**config.mk**
```make
export PLATFORM = sky130hd
export DESIGN_NAME = ext_unit
export DESIGN_NICKNAME = d
export VERILOG_FILES = /design/src/rtl/ext_pkg.sv /design/src/rtl/ext_skid_buf.sv /design/src/rtl/ext_unit.sv
export SDC_FILE = /design/constraint.sdc
export NUM_CORES = 1
export LEC_CHECK = 0
export BUFFER_PORTS_ARGS = -buffer_cell sky130_fd_sc_hd__buf_2
export CORE_ASPECT_RATIO = 2
export CORE_MARGIN = 4
export CORE_UTILIZATION = 57
export DETAILED_ROUTE_END_ITERATION = 7
export GPL_ROUTABILITY_DRIVEN = 0
export GPL_TIMING_DRIVEN = 1
export PLACE_DENSITY_LB_ADDON = 0.1
export RECOVER_POWER = 100
export SLEW_MARGIN = 25
export SYNTH_ARGS = -nofsm -noshare
export SYNTH_HDL_FRONTEND = slang
export SYNTH_SLANG_ARGS = --single-unit
```
**constraint.sdc**
```tcl
create_clock -name clk_50 -period 2.75 [get_ports clk_50]
set_clock_uncertainty 0.15 [all_clocks]
set_input_delay 0.275 -clock clk_50 [delete_from_list [all_inputs] [get_ports clk_50]]
set_output_delay 0.275 -clock clk_50 [all_outputs]
set_load 0.05 [all_outputs]
```
**src/rtl/ext_pkg.sv**
```systemverilog
// Shared types and helpers for the LC-3b immediate/offset extractor.
// Field selector encoding, field widths and a generic sign/zero extender.
package ext_pkg;

    typedef enum logic [2:0] {
        EXT_IMM5    = 3'd0,
        EXT_OFF6    = 3'd1,
        EXT_PCOFF9  = 3'd2,
        EXT_PCOFF11 = 3'd3,
        EXT_TRAP8   = 3'd4,
        EXT_AMT4    = 3'd5,
        EXT_ZERO    = 3'd6,
        EXT_RSVD    = 3'd7
    } ext_sel_e;

    localparam int IMM5_W      = 5;
    localparam int OFF6_W      = 6;
    localparam int PCOFF9_W    = 9;
    localparam int PCOFF11_W   = 11;
    localparam int TRAP8_W     = 8;
    localparam int AMT4_W      = 4;
    localparam int EXT_FIELD_W = PCOFF11_W;
    // Widest result the extender can produce; OUT_W must not exceed it.
    localparam int EXT_MAX_W   = 64;

    // Keeps the low 'width' bits of field; fills the rest with the field MSB
    // when sign_en is set, else with zeros. width == 0 yields all zeros.
    function automatic logic [EXT_MAX_W-1:0] sext_field(
        input logic [EXT_FIELD_W-1:0] field,
        input logic [3:0]             width,
        input logic                   sign_en
    );
        logic [EXT_MAX_W-1:0] raw;
        logic [EXT_MAX_W-1:0] hi_mask;
        logic [EXT_MAX_W-1:0] res;
        logic [5:0]           msb_idx;
        raw     = {{(EXT_MAX_W-EXT_FIELD_W){1'b0}}, field};
        hi_mask = {EXT_MAX_W{1'b1}} << width;
        msb_idx = {2'b00, width - 4'd1};
        res     = raw & ~hi_mask;
        if (sign_en && (width != 4'd0) && raw[msb_idx]) begin
            res = res | hi_mask;
        end
        return res;
    endfunction

endpackage

```
**src/rtl/ext_skid_buf.sv**
```systemverilog
// Two-entry valid/ready buffer: a head register driving the outputs plus one skid slot.
// in_ready is registered, so there is no combinational path from out_ready to in_ready.
module ext_skid_buf #(
    parameter int W = 20
) (
    input  logic         clk,
    input  logic         rst_n,
    input  logic         in_valid,
    output logic         in_ready,
    input  logic [W-1:0] in_data,
    output logic         out_valid,
    input  logic         out_ready,
    output logic [W-1:0] out_data
);

    // Handshake: a word moves on a rising edge when valid && ready on that side;
    // the producer side never depends on the consumer in the same cycle, and the
    // head word is held unchanged while out_valid=1 and out_ready=0.
    logic [W-1:0] head_q, head_d;
    logic [W-1:0] skid_q, skid_d;
    logic         head_vld_q, head_vld_d;
    logic         skid_vld_q, skid_vld_d;
    logic         in_ready_q, in_ready_d;
    logic         in_fire;
    logic         out_fire;

    always_comb begin
        head_d     = head_q;
        skid_d     = skid_q;
        head_vld_d = head_vld_q;
        skid_vld_d = skid_vld_q;
        in_fire    = in_valid && in_ready_q;
        out_fire   = head_vld_q && out_ready;

        if (!head_vld_q || out_fire) begin
            // Head slot frees up: the older skid word goes first, keeping order.
            if (skid_vld_q) begin
                head_d     = skid_q;
                head_vld_d = 1'b1;
                skid_vld_d = in_fire;
                if (in_fire) begin
                    skid_d = in_data;
                end
            end else if (in_fire) begin
                head_d     = in_data;
                head_vld_d = 1'b1;
            end else begin
                // Data is left alone so the last popped word stays visible.
                head_vld_d = 1'b0;
            end
        end else if (in_fire) begin
            skid_d     = in_data;
            skid_vld_d = 1'b1;
        end

        in_ready_d = !(head_vld_d && skid_vld_d);
    end

    always_ff @(posedge clk or negedge rst_n) begin
        if (!rst_n) begin
            head_q     <= '0;
            skid_q     <= '0;
            head_vld_q <= 1'b0;
            skid_vld_q <= 1'b0;
            in_ready_q <= 1'b1;
        end else begin
            head_q     <= head_d;
            skid_q     <= skid_d;
            head_vld_q <= head_vld_d;
            skid_vld_q <= skid_vld_d;
            in_ready_q <= in_ready_d;
        end
    end

    assign in_ready  = in_ready_q;
    assign out_valid = head_vld_q;
    assign out_data  = head_q;

endmodule

```
**src/rtl/ext_unit.sv**
```systemverilog
// LC-3b decode immediate/offset extractor: field select, sign/zero extend, skid-buffered output.
// Define EXT_LSHF_EN to honour in_lshf1 (result << 1); otherwise in_lshf1 is ignored.
import ext_pkg::*;

module ext_unit #(
    parameter int IN_W  = 16,
    parameter int OUT_W = 16,
    parameter int TAG_W = 3
) (
    input  logic             clk_50,
    input  logic             reset_n,
    input  logic             in_valid,
    output logic             in_ready,
    input  logic [IN_W-1:0]  in_instr,
    input  logic [2:0]       in_sel,
    input  logic             in_lshf1,
    input  logic [TAG_W-1:0] in_tag,
    output logic             out_valid,
    input  logic             out_ready,
    output logic [OUT_W-1:0] out_data,
    output logic [TAG_W-1:0] out_tag,
    output logic             out_err
);

    localparam int BUF_W = OUT_W + TAG_W + 1;

    ext_sel_e             sel;
    logic [3:0]           fld_width;
    logic                 fld_signed;
    logic                 sel_err;
    logic [EXT_MAX_W-1:0] ext_full;
    logic [OUT_W-1:0]     ext_data;
    logic [BUF_W-1:0]     buf_out;
    logic                 unused_bits;

    always_comb begin
        sel        = ext_sel_e'(in_sel);
        fld_width  = 4'd0;
        fld_signed = 1'b0;
        sel_err    = 1'b0;
        case (sel)
            EXT_IMM5:    begin fld_width = 4'(IMM5_W);    fld_signed = 1'b1; end
            EXT_OFF6:    begin fld_width = 4'(OFF6_W);    fld_signed = 1'b1; end
            EXT_PCOFF9:  begin fld_width = 4'(PCOFF9_W);  fld_signed = 1'b1; end
            EXT_PCOFF11: begin fld_width = 4'(PCOFF11_W); fld_signed = 1'b1; end
            EXT_TRAP8:   fld_width = 4'(TRAP8_W);
            EXT_AMT4:    fld_width = 4'(AMT4_W);
            EXT_ZERO:    fld_width = 4'd0;
            EXT_RSVD:    sel_err   = 1'b1;
        endcase

        // Zero width leaves ZERO and reserved selectors at all-zero data.
        ext_full = sext_field(in_instr[EXT_FIELD_W-1:0], fld_width, fld_signed);
        ext_data = ext_full[OUT_W-1:0];
`ifdef EXT_LSHF_EN
        if (in_lshf1) begin
            ext_data = {ext_data[OUT_W-2:0], 1'b0};
        end
`endif
    end

    // Upper instruction bits, high extender bits and (without the shifter) in_lshf1 are not needed.
    assign unused_bits = ^{in_instr, ext_full, in_lshf1};

    ext_skid_buf #(
        .W(BUF_W)
    ) u_skid_buf (
        .clk      (clk_50),
        .rst_n    (reset_n),
        .in_valid (in_valid),
        .in_ready (in_ready),
        .in_data  ({sel_err, in_tag, ext_data}),
        .out_valid(out_valid),
        .out_ready(out_ready),
        .out_data (buf_out)
    );

    assign {out_err, out_tag, out_data} = buf_out;

endmodule
```
# == Word-level counts from Yosys, hierarchy flattened ==
# Cells that the tools add are included.
# totals
input_bits,27
out_inout_bits,22
ff_bits,43
wordCells,48
# classes
n_addsub,1
n_bitwise,3
n_eq_ne,7
muxes,17
order_cmp,1
reduce_logical,13
shift,1
# op_table
operator,n
$mux W20,5
$shl A64 B4 Y16 const A,1
$pmux W4 S6,1
$and A11 B16 Y16,1
$mux W16,1
$not A16 Y16,1
$or A16 B16 Y16,1
$eq A3 B3 Y1 const B,3
$mux W1,9
$lt A4 B7 Y1 const B,1
$eq A3 B2 Y1 const B,2
$logic_and A1 B1 Y1,5
$bmux W1 S4,1
$reduce_bool A4 Y1,1
$reduce_or A4 Y1,1
$sub A4 B1 Y4 const B,1
$eq A3 B1 Y1 const B,1
$logic_not A3 Y1,1
$logic_not A1 Y1,2
$ne A2 B1 Y1 const B,1
$reduce_and A2 Y1,1
$reduce_bool A2 Y1,1
$logic_or A1 B1 Y1,1

# == Logic depth before layout (Yosys ltp) ==
# depth
ltp_word,10
ltp_mapped,11
ltp_nobuf,9

# == Cells and area by module ==
# From an unflattened synthesis, not the netlist that was laid out.
# unflattened
hier_cells,177
area_unflattened_um2,2631.3
# modules_own_cells
mod,n_inst,area_per_inst_um2,seq_area_each_um2,cells_per_inst
ext_skid_buf,1,2095.8,1077.3,117
ext_unit,1,535.5,0.0,60

# == Worst setup path after synthesis ==
# No wires, ideal clock.
# synth_path
path_kind,input-to-reg
startpoint,in in_sel[1]
endpoint,reg u_skid_buf.head_q[5] (netlist: u_skid_buf.out_data[5])
path_slack_ps,161
required_ps,2475
n_path_buf,2
t_arrival_ps,2314
setup_time_ps,125
path_stages,10
path_cell_list,clkbuf_1 > inv_1 > a21oi_1 > ha_1 > buf_6 > mux4_2 > mux2_4 > a21oi_2 > o21ai_1 > mux2_4
# synth_via
elab_chain_cells,9
elab_cells_between_ends,22
cone_classes,add/sub (1); eq/ne (5); shift (1); mux (7); bitwise (3); reduce/logical (5)
# synth_rtl
item,line_no,rtl
"start, declared",ext_unit.sv:15,"input logic [2:0] in_sel,"
"$eq A3 B3 Y1, or another cell as far along",ext_unit.sv:41,case (sel)
$pmux W4 S6,ext_unit.sv:41,
$sub A4 B1 Y4 / $shl A64 B4 Y16 (equally long branches),"ext_pkg.sv:39, ext_pkg.sv:38",
$bmux W1 S4 / $not A16 Y16 (equally long branches),"ext_pkg.sv:41, ext_pkg.sv:40",
$mux W1 (implied by the code) / $and A11 B16 Y16 (equally long branches),"ext_pkg.sv:41, ext_pkg.sv:40",
$logic_and A1 B1 Y1 / $or A16 B16 Y16 (equally long branches),"ext_pkg.sv:41, ext_pkg.sv:42",
$mux W16 *,ext_pkg.sv:41,if (sign_en && (width != 4'd0) && raw[msb_idx]) begin
$mux W20 *,ext_skid_buf.sv:44,end else if (in_fire) begin
$mux W20 *,ext_skid_buf.sv:37,if (skid_vld_q) begin
"end signal, assigned",ext_skid_buf.sv:61,head_q <= '0;
"end signal, assigned",ext_skid_buf.sv:67,head_q <= head_d;
"end, declared",ext_skid_buf.sv:19,"logic [W-1:0] head_q, head_d;"
# Every way passes the cells marked *; elsewhere a longest branch is shown, timed or not. The select of a mux whose other input is x is not followed.
# A chain may end at the register's enable or synchronous reset.

# == Worst setup path after layout ==
# layout_path
startpoint,reg u_skid_buf.skid_vld_q
endpoint,reg u_skid_buf.skid_q[8]
# layout_via
elab_chain_cells,1
# layout_rtl
item,line_no,rtl
"start, declared",ext_skid_buf.sv:22,"logic skid_vld_q, skid_vld_d;"
"start signal, assigned",ext_skid_buf.sv:70,skid_vld_q <= skid_vld_d;
$ne A2 B1 Y1 (no source line),-,
"end signal, assigned",ext_skid_buf.sv:68,skid_q <= skid_d;
"end, declared",ext_skid_buf.sv:20,"logic [W-1:0] skid_q, skid_d;"
# Every way passes these cells.

==> results.yml <==
status:
  status: "finished, final reports clean"
power_and_ir_drop:
  p_leak_uw: 0.00119
  power_frac_seq_pct: 35.2
  p_sw_uw: 1540
  intPower_uw: 1610
  combPwrFrac_pct: 48.7
  powerDensity_mw_per_mm2: 1250
  clockPowerShare_pct: 16.1
  vdd_drop_max_uv: 705
  power.total_uw: 3150
  swShare_pct: 49.0
sta:
  setup_viol: 0
  drv_slew: 0
  fin_setup_tns_ns: 0
  hold_viol: 0
  period_needed_ns: 2.36
  slew_headroom_pct: 31.0
  fmax_mhz: 423
  finalCritPeriodShare_pct: 86.0
  worstMarginPinSlew_ns: 1.04
  rsz0062_at_grt: "no"
floorplan:
  die_h_microns: 95.2
  die_area_sq_mm: 0.00491
  fp.dieW_microns: 51.6
  rows: 31
  io_pins: 49
  initial_core_util_pct: 59.4
  core_area_sq_mm: 0.00365
synthesis:
  synth_warnings: 0
  syn_area_per_cell_sq_um: 8.56
  syn_nets: 282
  ys_async_sr_fraction_pct: 100
  synth_cells: 253
  synthFlopType: "dfrtp_1"
  yosysSeqAreaShare_pct: 49.8
  synth_cell_type_count: 39
  synth_area_leader_cell: "dfrtp_1"
  synth_top_area_share_pct: 48.6
  synth_area_sq_mm: 0.00216
  synth_seq_cells: 43
  yosys-top-cells-area: "dfrtp_1 (49%), nand2_1 (12%), a21oi_1 (5.5%)"
  synth_edf_count: 0
routing:
  vias_per_cell: 5.44
  top_layer: "met4"
  met2_wirelength_microns: 2750
  drc: 0
  drt_first_iter_violations: 55
  routedWlPerCell_microns: 14.5
  wirelength_microns: 5020
  ant_nets: 0
  dr.pass1.iters: 4
  met3WireLength_microns: 183
  vias: 1888
  met1_length_microns: 1940
finish:
  layout_commonest_cell: "nand2_1"
  area_delta_synth_final_pct: 16.1
  layout-drive-gt1-share_pct: 13.8
  multiInputGateArea_sq_um: 980
  antennaDiodeCount: 0
  seq_area_sq_mm: 0.00108
  final_nets: 326
  nFillCells: 366
  final_cell_mix: "nand2_1 (68), dfrtp_1 (42), a21oi_1 (25), clkbuf_1 (25), nor2_1 (24)"
clock_network:
  clk_pin_slew_ns: 0.08
  clock-sinks: 43
  worstSkewPairLatency_ns: 0.29
  cts-root-buf: "clkbuf_8"
  cts_resized: 0
  cts_tree: "built"
  cts.hold.buffers_added: 1
  clk_path_buf_depth: 2
  post_cts_buffers: 0
  htreeDepth: 2
  cts_buffers: 5
critical_path:
  critPathTopFamily: "simple AND/OR/NAND/NOR gates"
  crit_arrival_ns: 2.39
  setup.worst_path.start_class: "flip-flop"
  r2r_cells: 4
  r2r-end: "u_skid_buf.skid_q[8]$_DFFE_PN0P_"
  required_ns: 2.77
  slowest_delay_ns: 0.57
  cp_num_buf_inv: 1
  crit_slowest_cell: "or2_1"
  endpoint_kind: "flip-flop"
  cp_max_fo: 31
  r2r_slack_ns: 0.39
  path_class: "reg2reg"
  crit_chain: "clkbuf_2 > nor2_1 > or2_1 > o41ai_1"
  r2r-start: "u_skid_buf.skid_vld_q$_DFF_PN0_"
run:
  drv_cap: 0
placed_design:
  portBuffers: 42
  dp_hpwl_microns: 3690
hold_path:
  min_path_type: "in2reg"
  hold_depth: 3
  hold_start: "in_tag[1]"
  min_to: "u_skid_buf.skid_q[17]$_DFFE_PN0P_"
global_routing:
  grt_overflow: 0
  grt_max_degree: 44
  grt_pass1_vias: 1913
  antenna_found_initial: 0
  grt_usage_pct: 23.1
  grt_pass1_wl_microns: 8570
layer usage:
metal,track usage (%),vias to the layer above
li1,-,941
met2,42.6,52
met3,2.66,16
met5,0,-
met1,25.4,879
met4,10.9,0
worst reg2reg max path, cell delays in order (launching register included):
cell	delay [ns]
dfrtp_1	0.35
clkbuf_2	0.53
nor2_1	0.16
or2_1	0.57
o41ai_1	0.50
logic make-up after synthesis:
| logic type | after synthesis | share of synthesized area (%) |
|---|---|---|
| mux | 7 | 4.28 |
| simple gates | 113 | 22.0 |
| compound gates | 66 | 18.2 |
| buf+inv | 22 | 4.57 |
| fa+ha+maj | 2 | 1.16 |
| flops | 43 | 49.8 |
stage by stage:
stage	hold WS (ns)	instance area (sq um)	std cells	util [%]	worst slack [ns]
after floorplan	-0.171	2160	253	-	0.161
after global placement	0.307	2440	338	66.8	0.163
after detailed placement	0.308	2440	338	66.8	0.107
after CTS	0.0365	2560	347	70.4	0.412
after global routing	0.0295	2510	347	68.9	0.160
final	0.0437	2510	347	68.9	0.385
flip-flops by register name, indices dropped and copies added (netlist names):
name / cells
u_skid_buf.out_data: 20
u_skid_buf.in_ready: 1
u_skid_buf.skid_q: 20
u_skid_buf.skid_vld_q: 1
u_skid_buf.out_valid: 1
Yosys cell counts (all sizes together) (2+ instances only):
cell type  count
nand3          3
mux2           2
a21o           2
o41ai          4
o21ai         22
nand3b         3
clkbuf        13
or2            2
o21bai         2
ha             2
inv            6
a31oi          3
nor2          25
mux2i          4
nand2         68
buf            3
nor2b          4
nand2b         3
o31ai          2
a21oi         25
dfrtp         42
worst max path at each step:
| stage | startpoint | to | slack, ns | depth (start not counted) |
|---|---|---|---|---|
| final | u_skid_buf.skid_vld_q$_DFF_PN0_ | u_skid_buf.skid_q[8]$_DFFE_PN0P_ | 0.39 | 4 |
| after global routing | u_skid_buf.skid_vld_q$_DFF_PN0_ | u_skid_buf.skid_q[4]$_DFFE_PN0P_ | 0.16 | 4 |
| after CTS | in_sel[0] | u_skid_buf.skid_q[11]$_DFFE_PN0P_ | 0.41 | 8 |
| after detailed placement | in_sel[0] | u_skid_buf.skid_q[14]$_DFFE_PN0P_ | 0.11 | 8 |
| after global placement | in_sel[0] | u_skid_buf.skid_q[15]$_DFFE_PN0P_ | 0.16 | 8 |
| after floorplan | in_sel[1] | u_skid_buf.out_data[5]$_DFFE_PN0P_ | 0.16 | 10 |
power groups by stage:
stage	clock network (uW)	registers, uW	logic [uW]
3_5_place_dp	0	1120	1610
6_report	506	1110	1530
3_3_place_gp	0	1100	1560
2_1_floorplan	0	1670	667
4_1_cts	512	1110	1620
5_1_grt	542	1150	1690
area by class of cell:
type	count	share of cell area, %
sequential	43	42.9
multi-input combinational	188	39.0
timing repair buffer	53	10.1
clock buffer	6	3.29
tap	49	2.44
clock inverter	2	1.39
inverter	6	0.896
(Power assumes the default switching activity.)
